===== src/rtl/mc_main_fsm.sv =====
// Multicycle RISC-V main control FSM: Moore decode of state, memory states held MEM_LAT cycles.
// Optional illegal-opcode trap (TRAP state + sticky illegal port) under `define MC_ILLEGAL_TRAP_EN.
module mc_main_fsm #(
  parameter int unsigned MEM_LAT = 1
) (
  input  logic       clk,
  input  logic       reset_n,
  input  logic [6:0] opcode,
  input  logic       zero,
  output logic [1:0] alu_op,
  output logic [1:0] alu_src_a,
  output logic [1:0] alu_src_b,
  output logic [1:0] result_src,
  output logic       adr_src,
  output logic       ir_write,
  output logic       pc_update,
  output logic       branch,
  output logic       reg_write,
  output logic       mem_write,
  output logic       pc_write,
  output logic [3:0] state
`ifdef MC_ILLEGAL_TRAP_EN
  ,
  output logic       illegal
`endif
);

  typedef enum logic [3:0] {
    S_FETCH    = 4'd0,
    S_DECODE   = 4'd1,
    S_MEMADR   = 4'd2,
    S_MEMREAD  = 4'd3,
    S_MEMWB    = 4'd4,
    S_MEMWRITE = 4'd5,
    S_EXECR    = 4'd6,
    S_ALUWB    = 4'd7,
    S_EXECI    = 4'd8,
    S_JAL      = 4'd9,
    S_BEQ      = 4'd10
`ifdef MC_ILLEGAL_TRAP_EN
    ,
    S_TRAP     = 4'd11
`endif
  } state_t;

  localparam logic [6:0] OP_LW   = 7'b0000011;
  localparam logic [6:0] OP_SW   = 7'b0100011;
  localparam logic [6:0] OP_R    = 7'b0110011;
  localparam logic [6:0] OP_I    = 7'b0010011;
  localparam logic [6:0] OP_JAL  = 7'b1101111;
  localparam logic [6:0] OP_BEQ  = 7'b1100011;
  localparam logic [3:0] LAST_CNT = 4'(MEM_LAT - 1);

  state_t     state_q, state_d;
  logic [3:0] cnt_q, cnt_d;
  logic       held;
  logic       last;

  assign last = (cnt_q == LAST_CNT);

  always_ff @(posedge clk) begin
    if (!reset_n) begin
      state_q <= S_FETCH;
      cnt_q   <= '0;
    end else begin
      state_q <= state_d;
      cnt_q   <= cnt_d;
    end
  end

`ifdef MC_ILLEGAL_TRAP_EN
  logic illegal_q;

  always_ff @(posedge clk) begin
    if (!reset_n) illegal_q <= 1'b0;
    else if (state_q == S_TRAP) illegal_q <= 1'b1;
  end

  assign illegal = illegal_q;
`endif

  always_comb begin
    state_d = state_q;
    held    = 1'b0;
    case (state_q)
      S_FETCH: begin
        held = 1'b1;
        if (last) state_d = S_DECODE;
      end
      S_DECODE: begin
        case (opcode)
          OP_LW, OP_SW: state_d = S_MEMADR;
          OP_R:         state_d = S_EXECR;
          OP_I:         state_d = S_EXECI;
          OP_JAL:       state_d = S_JAL;
          OP_BEQ:       state_d = S_BEQ;
`ifdef MC_ILLEGAL_TRAP_EN
          default:      state_d = S_TRAP;
`else
          default:      state_d = S_FETCH;
`endif
        endcase
      end
      S_MEMADR:  state_d = (opcode == OP_SW) ? S_MEMWRITE : S_MEMREAD;
      S_MEMREAD: begin
        held = 1'b1;
        if (last) state_d = S_MEMWB;
      end
      S_MEMWRITE: begin
        held = 1'b1;
        if (last) state_d = S_FETCH;
      end
      S_EXECR, S_EXECI, S_JAL:    state_d = S_ALUWB;
      S_MEMWB, S_ALUWB, S_BEQ:    state_d = S_FETCH;
`ifdef MC_ILLEGAL_TRAP_EN
      S_TRAP:                     state_d = S_TRAP;
`endif
      default:                    state_d = S_FETCH;
    endcase
    // Counter runs only while a memory state is being held; any exit or other state clears it.
    cnt_d = (held && !last) ? cnt_q + 4'd1 : '0;
  end

  always_comb begin
    alu_op     = '0;
    alu_src_a  = '0;
    alu_src_b  = '0;
    result_src = '0;
    adr_src    = 1'b0;
    ir_write   = 1'b0;
    pc_update  = 1'b0;
    branch     = 1'b0;
    reg_write  = 1'b0;
    mem_write  = 1'b0;
    case (state_q)
      S_FETCH: begin
        alu_src_b  = 2'b10;
        result_src = 2'b10;
        ir_write   = last;
        pc_update  = last;
      end
      S_DECODE: begin
        alu_src_a = 2'b01;
        alu_src_b = 2'b01;
      end
      S_MEMADR: begin
        alu_src_a = 2'b10;
        alu_src_b = 2'b01;
      end
      S_MEMREAD:  adr_src = 1'b1;
      S_MEMWB: begin
        result_src = 2'b01;
        reg_write  = 1'b1;
      end
      S_MEMWRITE: begin
        adr_src   = 1'b1;
        mem_write = last;
      end
      S_EXECR: begin
        alu_src_a = 2'b10;
        alu_op    = 2'b10;
      end
      S_EXECI: begin
        alu_src_a = 2'b10;
        alu_src_b = 2'b01;
        alu_op    = 2'b10;
      end
      S_ALUWB:    reg_write = 1'b1;
      S_JAL: begin
        alu_src_a = 2'b01;
        alu_src_b = 2'b10;
        pc_update = 1'b1;
      end
      S_BEQ: begin
        alu_src_a = 2'b10;
        alu_op    = 2'b01;
        branch    = 1'b1;
      end
      default: ;
    endcase
    // Strobes are suppressed combinationally during reset so an aborted instruction has no side effects.
    if (!reset_n) begin
      ir_write  = 1'b0;
      pc_update = 1'b0;
      branch    = 1'b0;
      reg_write = 1'b0;
      mem_write = 1'b0;
    end
  end

  assign pc_write = pc_update | (branch & zero);
  assign state    = state_q;

endmodule


===== config.mk =====
export PLATFORM = sky130hd
export DESIGN_NAME = mc_main_fsm
export DESIGN_NICKNAME = d
export VERILOG_FILES = /design/src/rtl/mc_main_fsm.sv
export SDC_FILE = /design/constraint.sdc
export NUM_CORES = 1
export LEC_CHECK = 0
export CAP_MARGIN = 15
export CORE_UTILIZATION = 38
export DETAILED_ROUTE_END_ITERATION = 8
export PLACE_DENSITY = 0.71
export SYNTH_ARGS = -nofsm -noshare
export SYNTH_HDL_FRONTEND = slang
export SYNTH_SLANG_ARGS = --single-unit

===== constraint.sdc =====
create_clock -name clk -period 1.41 [get_ports clk]
set_input_delay 0.2115 -clock clk [delete_from_list [all_inputs] [get_ports clk]]
set_output_delay 0.2115 -clock clk [all_outputs]
set_load 0.02 [all_outputs]

==> results.cfg, run 1 <==
[outcome]
status = stopped before the end
haltStage = 5_1_grt
toolErrorMsg = [ERROR DPL-0033] detailed placement checks failed during check placement.

[yosys]
synth_edf_count = 0
yosys_warnings = 0
synth.net_count = 104
synth_area_um2 = 728
synth-seq-area-share_pct = 22.0
synth-seq-cells = 8
synth.distinct_cells = 38
synthArstFlopShare_pct = 0
ys.flop_type = dfxtp_1
syn_inst = 92
postSynthAreaPerCell_um2 = 7.92

[floorplan]
fp-row-count = 15
die_h_um = 45.8
io_pins = 29
die_x_um = 45.8
start_util_pct = 41.3

[place]
place.gp.congestion = 0.792
dp_hpwl_um = 1870
postPlaceCellArea_um2 = 1320
io_buffers = 28

[clocking]
cts_root_buffer = clkbuf_4
numCtsBuffers = 3
cts_sinks = 8
cts_hold_buf = 0
cts_buffer_depth = 2
htree_levels = 1

[timing]
grt-worst-endpoint = pc_write
worstEpCategory = output port

[grt]
grt_max_degree = 14
antenna_found_initial = 0
cell usage after synthesis (3+ instances only):
| master | instances | area [µm²] |
|---|---|---|
| buf_2 | 3 | 15.0 |
| and3_1 | 3 | 18.8 |
| nand3_1 | 3 | 15.0 |
| a21oi_1 | 4 | 20.0 |
| or3b_1 | 3 | 26.3 |
| xnor2_1 | 3 | 26.3 |
| nor3b_1 | 4 | 30.0 |
| nand2_1 | 3 | 11.3 |
| nand3b_1 | 3 | 22.5 |
| nor2b_1 | 4 | 25.0 |
| nand2b_1 | 5 | 31.3 |
| inv_1 | 4 | 15.0 |
| and2_1 | 3 | 18.8 |
| dfxtp_1 | 8 | 160 |
| nor2_1 | 10 | 37.5 |
logic make-up after synthesis:
kind of cell    Yosys count  share of synthesized area, %
simple gates             49                          41.9
compound gates           20                          22.0
buf+inv                   8                          4.64
flops                     8                          22.0
xor+xnor                  5                          6.01
fa+ha+maj                 2                          3.44
metrics by stage:
stage	worst slack, ns	std cells
3_5_place_dp	-0.646	174
3_3_place_gp	-0.629	174
4_1_cts	-0.448	182
2_1_floorplan	-0.209	92
repair_timing:
item,4_1_cts
endpoints found under the setup margin,24
buffers inserted,5
resized for setup,112
cloned,0
pin swaps,7
==> inputs of run 2 (changes only) <==
--- a/config.mk
+++ b/config.mk
@@ -6,9 +6,10 @@
 export NUM_CORES = 1
 export LEC_CHECK = 0
 export CAP_MARGIN = 15
-export CORE_UTILIZATION = 38
+export CORE_AREA = 2 2 63 65
 export DETAILED_ROUTE_END_ITERATION = 8
-export PLACE_DENSITY = 0.71
+export DIE_AREA = 0 0 65 67
+export PLACE_DENSITY_LB_ADDON = 0.15
 export SYNTH_ARGS = -nofsm -noshare
 export SYNTH_HDL_FRONTEND = slang
 export SYNTH_SLANG_ARGS = --single-unit
==> constraint.sdc (replaced) <==
create_clock -name clk -period 1.8 [get_ports clk]
set_input_delay 0.27 -clock clk [delete_from_list [all_inputs] [get_ports clk]]
set_output_delay 0.27 -clock clk [all_outputs]
set_load 0.02 [all_outputs]
==> run 2 against run 1 <==
- the flow now finishes, with violations (setup timing)
- synthesized area unchanged
- synthesized cell count is the same
==> results.cfg, run 2 <==
[outcome]
status = complete, but fails checks
failed_checks = setup timing

[clocking]
clock_latency_ns = 0.22
post_cts_buffers = 0
cts_sinks = 8
cts_buffer_depth = 2
htree_levels = 1
cts_tree = done
cts_hold_buf = 0
clk_pin_slew_ns = 0.04
cts_root_buffer = clkbuf_8
numCtsBuffers = 3

[floorplan]
core_um2 = 3610
fp.dieArea_um2 = 4360
fp-row-count = 22
die_h_um = 67
io_pins = 29
die_x_um = 65
start_util_pct = 20.2

[routing]
route.vias.total = 880
wl_met2_um = 1150
wl_per_cell_um = 11.4
via_per_inst = 4.38
top_layer_used = met4
antenna_left = 0
route.detailed.drc = 0
drt-met1-wl_um = 1030
dr_wl_met3_um = 81
firstDrtPassIters = 4
drt_wl_total_um = 2280
drt-initial-drc-count = 12

[timing]
slew-limit-headroom_pct = 75.6
setup_viol = 2
fin_skew_ns = 0.000965
hold_viol = 0
worst_pin_slew_ns = 0.363
holdWs_ns = 0.517
max_freq_mhz = 527
drv_slew = 0
min_period_over_period_pct = 105
rsz0062_at_grt = true
period_needed_ns = 1.90
finalWorstSetupSlack_ns = -0.0959
setup_tns_ns = -0.0967

[power_and_ir_drop]
p_per_area_nw_per_um2 = 418
switching_share_pct = 26.4
peakVddDrop_mv = 0.337
seqPwrFrac_pct = 32.1
switching_power_uw = 151
clock_power_share_pct = 36.4
p_leak_uw = 0.000596
internal_power_uw = 421
power_uw = 573
share_comb_of_total_power_pct = 31.5

[setup_path]
cpMaxStageDelayCell = or3b_4
path_class = flop to output pin
cp.required_ns = 1.53
end_kind = output pin
crit_path_max_incr_delay_ns = 0.38
cp.arrival_ns = 1.63
cp_cell_sequence = inv_2 > ha_4 > or3b_4 > o21ai_2 > and3_4 > a21o_1 > buf_6
worst-path-max-fanout = 2
startpoint_type = flop

[yosys]
synth_area_um2 = 728
synth.net_count = 104
synth-seq-area-share_pct = 22.0
ys.flop_type = dfxtp_1
postSynthAreaPerCell_um2 = 7.92
synth.distinct_cells = 38
synth_edf_count = 0
yosys_warnings = 0
yosys.area.top_type = dfxtp_1
syn_inst = 92
synth-seq-cells = 8
synthArstFlopShare_pct = 0
yosys-top-cells-count = nor2_1, dfxtp_1, nand2b_1
synth_area_leaders = dfxtp_1, nor2_1, nand2b_1
yosysMostFrequentCell = nor2_1
synth_top_area_share_pct = 22.0

[grt]
grt_use_total_pct = 11.5
grt_pass1_wl_um = 3870
grt_pass1_vias = 850
antenna_found_initial = 0
globalRouteOverflowTotal = 0
grt_max_degree = 8

[finish]
nets = 167
layout-drive-gt1-share_pct = 41.8
nFillCells = 397
final_cell_mix = buf_4, clkdlybuf4s50_1, nor2_1
syn2layout_area_growth_pct = 88.0
layout.cells.non_filler = 201
num_antenna_cells = 0
final_common_cell = buf_4

[worst_hold_path]
hold_class = flop to flop

[place]
dp_hpwl_um = 1930
io_buffers = 28
place.gp.congestion = 0.697
place_inst = 198

[flow_run]
maxCapViolations = 0
[run 2: cell counts after synthesis]
Identical to the previous run, type by type.
[run 2: worst paths after layout]
path	from	to	slack, ns	cells after the start
min	cnt_q[0]	cnt_q[0]	0.52	2
max reg2reg	cnt_q[0]	state[0]	0.15	7
max	cnt_q[0]	pc_write	-0.1	7
min reg2reg	cnt_q[0]	cnt_q[0]	0.52	2
[run 2: final cells by class]
type	instances	area [µm²]	share of cell area (%)
multi-input combinational	76	583	42.6
sequential	8	164	12.0
timing repair buffer	62	505	36.9
inverter	4	15.0	1.10
clock buffer	3	41.3	3.02
tap	48	60.1	4.39
[run 2: per-stage QoR]
step	instance area (µm²)	setup WS, ns	util, %
finish	1370	-0.0959	38.0
global route	1370	-0.172	38.0
CTS	1380	-0.143	38.2
detailed placement	1320	-0.365	36.7
global placement	1320	-0.326	36.7
floorplan	746	-0.0165	-
[run 2: worst max-delay path: cells and delay by family (launching register included)]
kind | cells | cell delay [ns]
fa+ha+maj | 1 | 0.12
buf+inv | 2 | 0.17
simple gates | 2 | 0.58
compound gates | 2 | 0.21
flops | 1 | 0.31
[run 2: metal layers]
metal | GRT usage [%] | vias up
li1 | - | 455
met2 | 20.0 | 16
met5 | 0 | -
met3 | 2.20 | 4
met4 | 3.99 | 0
met1 | 14.0 | 405
[run 2: power groups by stage]
stage               clock network [µW]  registers (µW)  logic (µW)
floorplan                            0             190        72.6
global placement                     0             186         187
detailed placement                   0             186         187
CTS                                218             184         182
global route                       234             184         196
finish                             208             184         181
[run 2: logic make-up after synthesis]
group,count (synthesis),synth area share (%)
adders and majority gates,2,3.44
buffers and inverters,8,4.64
AOI/OAI and AO/OA,20,22.0
and+or+nand+nor,49,41.9
DFF,8,22.0
xor gates and xnor gates,5,6.01
[run 2: what timing repair did]
action / 4_1_cts / 5_1_grt
gates resized for setup: 37 / 13
hold endpoints to repair: 0 / 0
setup endpoints to repair: 15 / 10
pin swaps: 3 / 3
(Power assumes the default switching activity.)
